File: src/rtl/quadrature_decoder.sv
// quadrature_decoder: synchronizes and filters quadrature A/B lines, decodes Gray-code steps into pulses and a position count
module quadrature_decoder #(
  parameter int SYNC_STAGES   = 2,
  parameter int FILTER_CYCLES = 4,
  parameter int CNT_WIDTH     = 16
) (
  input  logic                 clk,
  input  logic                 rst_n,
  input  logic                 a_in,
  input  logic                 b_in,
  input  logic                 clear,
  input  logic                 err_clr,
  output logic                 step_cw,
  output logic                 step_ccw,
  output logic                 dir,
  output logic [CNT_WIDTH-1:0] position,
  output logic                 err,
  output logic                 tracking
);
  typedef enum logic {UNPRIMED, TRACKING} state_t;
  localparam logic [7:0] FC = FILTER_CYCLES[7:0];
  state_t state;
  logic [SYNC_STAGES-1:0] a_sync, b_sync;
  logic [1:0] s, ab_f, cand, p_old, p_new, d;
  logic [7:0] cnt, obs;
  logic acc, cw, ccw, bad, prime;
  assign s = {a_sync[SYNC_STAGES-1], b_sync[SYNC_STAGES-1]};
  assign tracking = (state == TRACKING);
  // Filter bookkeeping and step decode; phase index runs 0..3 along the clockwise sequence so the
  // modulo-4 difference classifies a step as +1 (cw), -1 (ccw) or 2 (diagonal)
  always_comb begin
    obs   = (s == cand) ? cnt + 8'd1 : 8'd1;
    p_old = {ab_f[0], ab_f[1] ^ ab_f[0]};
    p_new = {s[0], s[1] ^ s[0]};
    d     = p_new - p_old;
    acc   = (state == TRACKING) && (s != ab_f) && (obs == FC);
    cw    = acc && (d == 2'd1);
    ccw   = acc && (d == 2'd3);
    bad   = acc && (d == 2'd2);
    prime = (state == UNPRIMED) && (obs == FC);
  end
  // Input synchronizer chains
  always_ff @(posedge clk or negedge rst_n) begin
    if (!rst_n) begin
      a_sync <= '0;
      b_sync <= '0;
    end else begin
      a_sync <= {a_sync[SYNC_STAGES-2:0], a_in};
      b_sync <= {b_sync[SYNC_STAGES-2:0], b_in};
    end
  end
  // Stability filter, priming FSM and registered outputs
  always_ff @(posedge clk or negedge rst_n) begin
    if (!rst_n) begin
      state    <= UNPRIMED;
      ab_f     <= '0;
      cand     <= '0;
      cnt      <= '0;
      step_cw  <= 1'b0;
      step_ccw <= 1'b0;
      dir      <= 1'b0;
      position <= '0;
      err      <= 1'b0;
    end else begin
      cand     <= s;
      step_cw  <= cw;
      step_ccw <= ccw;
      err      <= bad | (err & ~err_clr);
      position <= clear ? '0 : position + {{(CNT_WIDTH-1){ccw}}, cw | ccw};
      if (cw) dir <= 1'b1;
      else if (ccw) dir <= 1'b0;
      if (s == ab_f) begin
        cnt <= (state == UNPRIMED && !prime) ? obs : 8'd0;
        if (prime) state <= TRACKING;
      end else if (obs == FC) begin
        cnt   <= 8'd0;
        ab_f  <= s;
        state <= TRACKING;
      end else begin
        cnt <= obs;
      end
    end
  end
endmodule

File: config.mk
export PLATFORM = sky130hd
export DESIGN_NAME = quadrature_decoder
export DESIGN_NICKNAME = d
export VERILOG_FILES = /design/src/rtl/quadrature_decoder.sv
export SDC_FILE = /design/constraint.sdc
export NUM_CORES = 1
export LEC_CHECK = 0
export ABC_CLOCK_PERIOD_IN_PS = 4200
export CAP_MARGIN = 40
export CELL_PAD_IN_SITES_DETAIL_PLACEMENT = 0
export CELL_PAD_IN_SITES_GLOBAL_PLACEMENT = 1
export CORE_MARGIN = 2
export CORE_UTILIZATION = 39
export CTS_CLUSTER_DIAMETER = 30
export DETAILED_ROUTE_END_ITERATION = 8
export PLACE_DENSITY = 0.85
export RECOVER_POWER = 25
export SYNTH_ARGS = -nofsm -noshare
export SYNTH_HDL_FRONTEND = slang
export SYNTH_SLANG_ARGS = --single-unit
File: constraint.sdc
create_clock -name clk -period 4.2 [get_ports clk]
set_clock_uncertainty 0.1 [all_clocks]
set_input_delay 1.26 -clock clk [delete_from_list [all_inputs] [get_ports clk]]
set_output_delay 1.26 -clock clk [all_outputs]
set_load 0.01 [all_outputs]
# ---- Word level (Yosys, flattened, before mapping)
# Cells that the tools add are included.
dict set report word_totals {
  reg_bits 37
  inputBits 6
  out_inout_bits 21
  wordCells 52
}
dict set report classes {
  n_addsub 3
  eq_ne 8
  muxes 10
  bitwise_logic 8
  n_reduce_logical 12
}
# op n
set ops {}
lappend ops {{2-to-1 mux 8 bit} 4}
lappend ops {{adder 16 bit} 1}
lappend ops {{2-to-1 mux 16 bit} 1}
lappend ops {{adder 8 x 1 -> 8 bit (second input constant)} 1}
lappend ops {{== test 8 x 3 -> 1 bit (second input constant)} 1}
lappend ops {{logical AND 1 bit} 7}
lappend ops {{2-to-1 mux 1 bit} 5}
lappend ops {{== test 2 bit} 2}
lappend ops {{== test 2 bit (second input constant)} 2}
lappend ops {{AND reduction 2 bit} 2}
lappend ops {{nonzero test 2 bit} 2}
lappend ops {{NOT 1 bit} 3}
lappend ops {{== test 2 x 1 -> 1 bit (second input constant)} 1}
lappend ops {{inequality test 2 bit} 1}
lappend ops {{inequality test 2 bit (second input constant)} 1}
lappend ops {{OR 1 bit} 2}
lappend ops {{subtractor 2 bit} 1}
lappend ops {{XOR 1 bit} 2}
lappend ops {{bitwise AND 1 bit} 1}
lappend ops {{zero test 1 bit} 1}

# ---- Depth between registers and ports, before layout
# Gate-level depths: netlist (run 1).
dict set report depth {
  ltp_word 8
  mapped_depth 14
  mapped_depth_nobuf 14
}

# ---- Least setup slack after synthesis (run 1)
# No wires, ideal clock.
dict set report synth_timing {
  kind {register to register}
  from {register cnt[0]}
  to {register position[12]}
  arrival_ps 3675
  path_slack_ps 300
  stages_incl_launch_ff 14
  n_path_buf 0
  cell_sequence {dfrtp_1 -> ha_1 -> xnor2_1 -> nor4b_2 -> nand4_2 -> nor4_4 -> ha_1 -> a21oi_1 -> o21ai_1 -> a21oi_1 -> o311ai_1 -> a21o_1 -> a21oi_1 -> mux2_2}
}
dict set report synth_between {
  elab_chain_len 8
  word_cells_on_any_way 9
  classes_between {2 x add/sub; 1 x eq/ne; 2 x mux; 1 x bitwise; 3 x reduce/logical}
}
# item line
set synth_rtl {}
lappend synth_rtl {{start, declared} 25} ;# logic [7:0] cnt, obs;
lappend synth_rtl {{start signal, assigned} 73} ;# cnt <= (state == UNPRIMED && !prime) ? obs : 8'd0;
lappend synth_rtl {{start signal, assigned} 80} ;# cnt <= obs;
lappend synth_rtl {{adder 8 x 1 -> 8 bit (*)} 32} ;# obs = (s == cand) ? cnt + 8'd1 : 8'd1;
lappend synth_rtl {{2-to-1 mux 8 bit (*)} 32}
lappend synth_rtl {{== test 8 x 3 -> 1 bit (*)} 36} ;# acc = (state == TRACKING) && (s != ab_f) && (obs == FC);
lappend synth_rtl {{logical AND 1 bit (*)} 36}
lappend synth_rtl {{logical AND 1 bit (*)} 38} ;# ccw = acc && (d == 2'd3);
lappend synth_rtl {{named net ccw} 26} ;# logic acc, cw, ccw, bad, prime;
lappend synth_rtl {{OR 1 bit} 69} ;# position <= clear ? '0 : position + {{(CNT_WIDTH-1){ccw}}, cw | ccw};
lappend synth_rtl {{adder 16 bit (*)} 69}
lappend synth_rtl {{2-to-1 mux 16 bit (*)} 69}
lappend synth_rtl {{end signal, assigned} 69}
lappend synth_rtl {{end, declared} 16} ;# output logic [CNT_WIDTH-1:0] position,
# The timed path passes the listed nets; every way through them passes the cells marked *.
# A chain may end at the register's enable or synchronous reset.

# ---- Final worst setup path (run 1)
# Same ends and word-level chain as after synthesis.

==> results of run 1 <==
-- final timing paths --
check | cells after the start | from | slack (ps) | to
max in group asynchronous | 2 | rst_n | 1540 | step_ccw
worst max-delay path | 15 | cnt[0] | 330 | position[12]
worst max register to register | 15 | cnt[0] | 330 | position[12]
worst min register to register | 0 | b_sync[0] | 250 | b_sync[1]
min in group asynchronous | 1 | rst_n | 930 | position[2]
worst min-delay path | 0 | b_sync[0] | 250 | b_sync[1]
-- synth_stat cells (2+ instances only) --
cell type  instances  share of area [%]
ha_1              17                 10
and3_1             2               0.61
dfrtp_1           37                 45
nand2_1           10                1.8
a21o_1             2               0.73
nor2b_1            4                1.2
a21oi_1           13                3.2
o21ai_1            3               0.73
o21a_1             2               0.73
xor2_1            12                5.1
inv_1              7                1.3
xnor2_1           15                6.4
a31oi_1            2               0.61
nor2_1            28                5.1
or2_2              2               0.61
nor3_1             3               0.73
nand3_1            2               0.49
mux2_2             3                1.7
o21ai_0            7                1.7
o21bai_1           2               0.73
-- routing by layer --
layer	vias up	track usage, %
met5	-	0
met4	0	8.182
met3	7	2.607
met2	28	23.45
li1	760	-
met1	725	18.85
-- worst max-delay path: cells and delay by family (launching register included) --
family | cells | cell delay [ps]
compound gates | 7 | 1600
xor+xnor | 1 | 160
simple gates | 2 | 140
fa+ha+maj | 2 | 680
buf+inv | 2 | 310
mux | 1 | 340
flops | 1 | 410
-- flip-flops by register name (all words and copies together), names as in the netlist --
| name | flops |
|---|---|
| a_sync | 2 |
| ab_f | 2 |
| b_sync | 2 |
| cand | 2 |
| cnt | 8 |
| dir | 1 |
| err | 1 |
| position | 16 |
| step_ccw | 1 |
| step_cw | 1 |
| tracking | 1 |
-- final cells by class --
| cell class | count | area share, % |
|---|---|---|
| clock inverter | 2 | 1.390 |
| inverter | 7 | 1.042 |
| tap | 70 | 3.474 |
| clock buffer | 5 | 2.730 |
| multi-input combinational | 151 | 42.93 |
| sequential | 37 | 36.72 |
| timing repair buffer | 32 | 11.71 |
-- what timing repair did --
action                     in CTS  in global routing
hold endpoints to repair        0                  0
setup endpoints to repair       0                  2
gates resized for setup         0                  0
setup buffers                   0                  2
-- kinds of logic after synthesis --
group	synth area share [%]
and+or+nand+nor	16.08
AOI/OAI and AO/OA	11.74
DFF	45.23
xor gates and xnor gates	11.55
adders and majority gates	11.37
buffers and inverters	1.895
muxes	2.139
-- power groups by stage --
stage,Clock [uW],Combinational (uW),Sequential [uW]
finish,300,188,416
global route,327,208,423
CTS,309,193,416
detailed placement,0,193,423
global placement,0,186,422
floorplan,0,126,423
-- per-stage QoR --
stage	std cells	util, %	total power, uW	area, sq um
after floorplan	198	-	548.7	2047
after global placement	294	47.29	608.7	2400
after detailed placement	295	47.83	615.6	2427
after CTS	302	49.88	917.9	2531
after global routing	304	49.68	958.1	2521
final	304	49.68	903.9	2521
==> results.py, run 1 <==
metrics = {
    "cts": {
        "cts_tree": "done",
        "clk_pin_slew_ps": 70,
        "insertion_delay_ps": 290,
        "cts_root_buf": "clkbuf_8",
        "cts_made_buffers": 5,
        "ctsHoldBuffers": 0,
        "htree_levels": 2,
        "clock_path_buffers": 2,
        "cts_sinks": 37,
    },
    "die": {
        "fp.dieW_um": 76.45,
        "die_h_um": 76.45,
        "design.die.area_sq_um": 5844,
        "core_area_sq_um": 5075,
        "rows": 26,
        "pin_count": 27,
        "initial_core_util_pct": 40.34,
    },
    "run_status": {
        "status": "complete, no violations",
    },
    "logic_synthesis": {
        "synth_warnings": 0,
        "synth.avg_cell_area_sq_um": 10.34,
        "synth_edf_count": 0,
        "synthesis.instances": 198,
        "synth-async-reset-ratio_pct": 100.0,
        "synth_area_sq_um": 2047,
        "synth.distinct_cells": 45,
        "synth_nets": 222,
        "yosysSeqAreaShare_pct": 45.23,
        "synth_top_flop_cell": "dfrtp_1",
        "ys_ff_latch": 37,
    },
    "timing": {
        "worst_pin_slew_ps": 1155,
        "whs_ps": 250.2,
        "worst_slack_ps": 333.9,
        "setup_viol": 0,
        "max_freq_mhz": 258.7,
        "final.period_utilization_pct": 92.05,
        "drv_slew": 0,
        "finalSetupTns_ps": 0,
        "hold_violations": 0,
        "relSlewSlack_pct": 22.97,
        "rsz0062_at_grt": "no",
        "fin_crit_ps": 3866,
    },
    "global_routing": {
        "grt_pass1_wl_mm": 6.810,
        "grt.total_usage_pct": 14.69,
        "overflow": 0,
        "grt_pass1_vias": 1514,
        "antenna_found_initial": 0,
        "grt_max_degree": 23,
    },
    "setup_path": {
        "cp_max_fo": 7,
        "crit_chain": "ha_1 > xor2_1 > nor2_1 > a31oi_1 > nor4_4 > buf_4 > buf_4 > fa_1 > a21oi_1 > o21ai_1 > a21oi_1 > o311ai_1 > a21o_1 > a21oi_1 > mux2_2",
        "crit_type": "reg -> reg",
        "critical_path_arrival_ps": 3950,
        "path_common_cell": "a21oi_1",
        "slowest_delay_ps": 430,
        "crit_slowest_cell": "fa_1",
        "cp-end-kind": "flip-flop",
        "required_ps": 4280,
        "start_kind": "flip-flop",
    },
    "route": {
        "postRouteAntennaNets": 0,
        "routed_wl_mm": 3.830,
        "vias": 1520,
        "drt-pass1-iter-count": 4,
        "wl_met1_mm": 1.863,
        "dr_wl_met3_um": 150,
        "remaining_drc_errors": 0,
        "wire_per_inst_um": 12.60,
        "top_layer": "met4",
        "wl_met2_mm": 1.716,
        "drt_iter0_markers": 86,
        "viasPerCell": 5.000,
    },
    "power_and_ir_drop": {
        "leakage_uw": 0.001157,
        "intPower_uw": 649.1,
        "power.share.switching_pct": 28.18,
        "power.density_nw_per_um2": 358.5,
        "clockPowerShare_pct": 33.2,
        "vdd_drop_max_mv": 0.1631,
        "seq_power_share_pct": 46.1,
        "p_comb_share_pct": 20.7,
        "switching_power_uw": 254.7,
    },
    "placement": {
        "pre_cts_slack_ps": 278.6,
        "place_congestion": 0.8521,
        "hpwl_mm": 2.921,
        "io_buffers": 26,
    },
    "run": {
        "max_cap_viol_count": 0,
    },
    "final_layout": {
        "antenna_cells": 0,
        "nFillCells": 494,
        "layout.nets": 258,
        "mostFrequentLayoutCells": "37 x dfrtp_1, 28 x nor2_1, 25 x clkdlybuf4s50_1",
        "multi_input_area_sq_um": 1082,
        "seq_area_sq_um": 925.9,
        "area_growth_pct": 23.17,
        "layout-drive-gt1-share_pct": 8.974,
        "final_common_cell": "dfrtp_1",
    },
    "hold_path": {
        "hold_class": "reg -> reg",
    },
}
(Power assumes the default switching activity.)
==> run 2, diff against run 1 <==
- CORE_ASPECT_RATIO: unset -> 1.4
==> results.py, run 2 (synthesis gave the netlist of run 1 again) <==
metrics = {
    "run_status": {
        "status": "complete, but fails checks",
        "failed_checks": "capacitance limit, slew limit",
    },
    "cts": {
        "post-cts-setup-buffer-count": 0,
        "clk_pin_slew_ps": 80,
        "cts_sinks": 37,
        "cts_resized": 0,
        "insertion_delay_ps": 290,
        "ctsHoldBuffers": 0,
        "cts_made_buffers": 5,
        "htree_levels": 2,
        "clock_path_buffers": 2,
        "cts_root_buf": "clkbuf_8",
        "cts_tree": "done",
    },
    "global_routing": {
        "antenna_found_initial": 0,
        "grt_max_degree": 38,
        "grt.total_usage_pct": 14.97,
        "grt_pass1_vias": 1536,
        "grt_pass1_wl_mm": 6.962,
        "overflow": 0,
    },
    "route": {
        "wire_per_inst_um": 12.95,
        "drt-pass1-iter-count": 4,
        "remaining_drc_errors": 0,
        "drt_iter0_markers": 57,
        "vias": 1514,
        "routed_wl_mm": 3.886,
        "viasPerCell": 5.047,
        "postRouteAntennaNets": 0,
    },
    "timing": {
        "relSlewSlack_pct": -31.94,
        "setup_viol": 0,
        "finalSetupTns_ps": 0,
        "worst_slack_ps": 376.2,
        "max_freq_mhz": 261.5,
        "rsz0062_at_grt": "no",
        "worst_pin_slew_ps": 1979,
        "final.period_utilization_pct": 91.04,
        "fin_crit_ps": 3824,
        "hold_violations": 0,
        "drv_slew": 38,
        "whs_ps": 250.0,
    },
    "setup_path": {
        "crit_slowest_cell": "dfrtp_1",
        "required_ps": 4270,
        "start_kind": "flip-flop",
        "crit_cells": 14,
        "crit_type": "reg -> reg",
        "path_common_cell": "a21oi_1",
        "path_buf_inv": 0,
        "r2r_cells": 14,
        "slowest_delay_ps": 420,
        "cp-end-kind": "flip-flop",
        "critical_path_arrival_ps": 3900,
        "cp_max_fo": 4,
        "crit_chain": "ha_1 > xor2_1 > nor2_1 > a31oi_1 > nor3_1 > ha_1 > fa_1 > a21oi_1 > o21ai_1 > a21oi_1 > o311ai_1 > a21o_1 > a21oi_1 > mux2_2",
        "crit_family": "compound AO/OA/AOI/OAI gates",
    },
    "final_layout": {
        "largest-register": "position",
        "layout-drive-gt1-share_pct": 9.402,
        "largest_reg_flops": 16,
        "mostFrequentLayoutCells": "37 x dfrtp_1, 28 x nor2_1, 23 x clkdlybuf4s50_1",
        "fin_area_sq_um": 2529,
        "reg_top3": "position x16, cnt x8",
        "layout.nets": 257,
        "fin_util_pct": 49.39,
        "area_growth_pct": 23.53,
        "antenna_cells": 0,
        "final_common_cell": "dfrtp_1",
    },
    "placement": {
        "hpwl_mm": 2.907,
        "pre_cts_slack_ps": 267.1,
        "io_buffers": 26,
        "post_dp_cell_area_sq_um": 2395,
        "place_congestion": 0.8178,
    },
    "die": {
        "initial_core_util_pct": 39.98,
        "fp.dieW_um": 65.23,
        "rows": 31,
        "die_h_um": 89.72,
        "pin_count": 27,
        "design.die.area_sq_um": 5852,
        "core_area_sq_um": 5120,
    },
    "power_and_ir_drop": {
        "vdd_drop_max_mv": 0.1668,
        "leakage_uw": 0.001159,
        "power.density_nw_per_um2": 366.4,
    },
    "run": {
        "max_cap_viol_count": 1,
    },
    "hold_path": {
        "hold_class": "reg -> reg",
        "holdPathStages": 0,
    },
}
## run 2: cell count changes in the layout (fill, tap and decap cells not counted), sizes merged
cell,previous run,this run
dlygate4sd3,0,2
clkdlybuf4s50,25,23
clkinvlp,0,1
clkinv,1,0
## run 2: area by class of cell
cell class / count / area [sq um]
inverter: 7 / 26.28
fill: 488 / 2591
sequential: 37 / 925.9
timing repair buffer: 31 / 291.5
multi-input combinational: 151 / 1082
clock inverter: 2 / 37.54
tap: 66 / 82.58
clock buffer: 6 / 82.58
## run 2: per-stage QoR
| stage | total power (uW) | instances |
|---|---|---|
| finish | 926.6 | 300 |
| global route | 979.5 | 300 |
| CTS | 938.0 | 298 |
| detailed placement | 613.9 | 290 |
| global placement | 609.8 | 290 |
| floorplan | 548.7 | 198 |
## run 2: worst paths after layout
kind	start	endpoint	slack (ps)
worst min register to register	b_sync[0]	b_sync[1]	250
worst max register to register	cnt[0]	position[12]	380
worst max-delay path	cnt[0]	position[12]	380
min in group asynchronous	rst_n	position[10]	1420
worst min-delay path	b_sync[0]	b_sync[1]	250
max in group asynchronous	rst_n	a_sync[0]	1440
## run 2: where the power goes
group | total [uW] | switching [uW] | internal [uW]
Combinational | 188 | 98.9 | 88.8
Clock | 322 | 128 | 193
Sequential | 417 | 30.4 | 387
## run 2: layer usage
layer  global-route usage, %  wire length (um)
met1                   19.07              1666
met2                   24.40              2025
met3                   3.254               114
met4                   5.903                80
met5                       0                 0
==> run 3, diff against run 2 <==
- CTS_CLUSTER_SIZE: unset -> 24
==> results of run 3 <==
Final layout, timing and power as in run 2 (identical DEF).
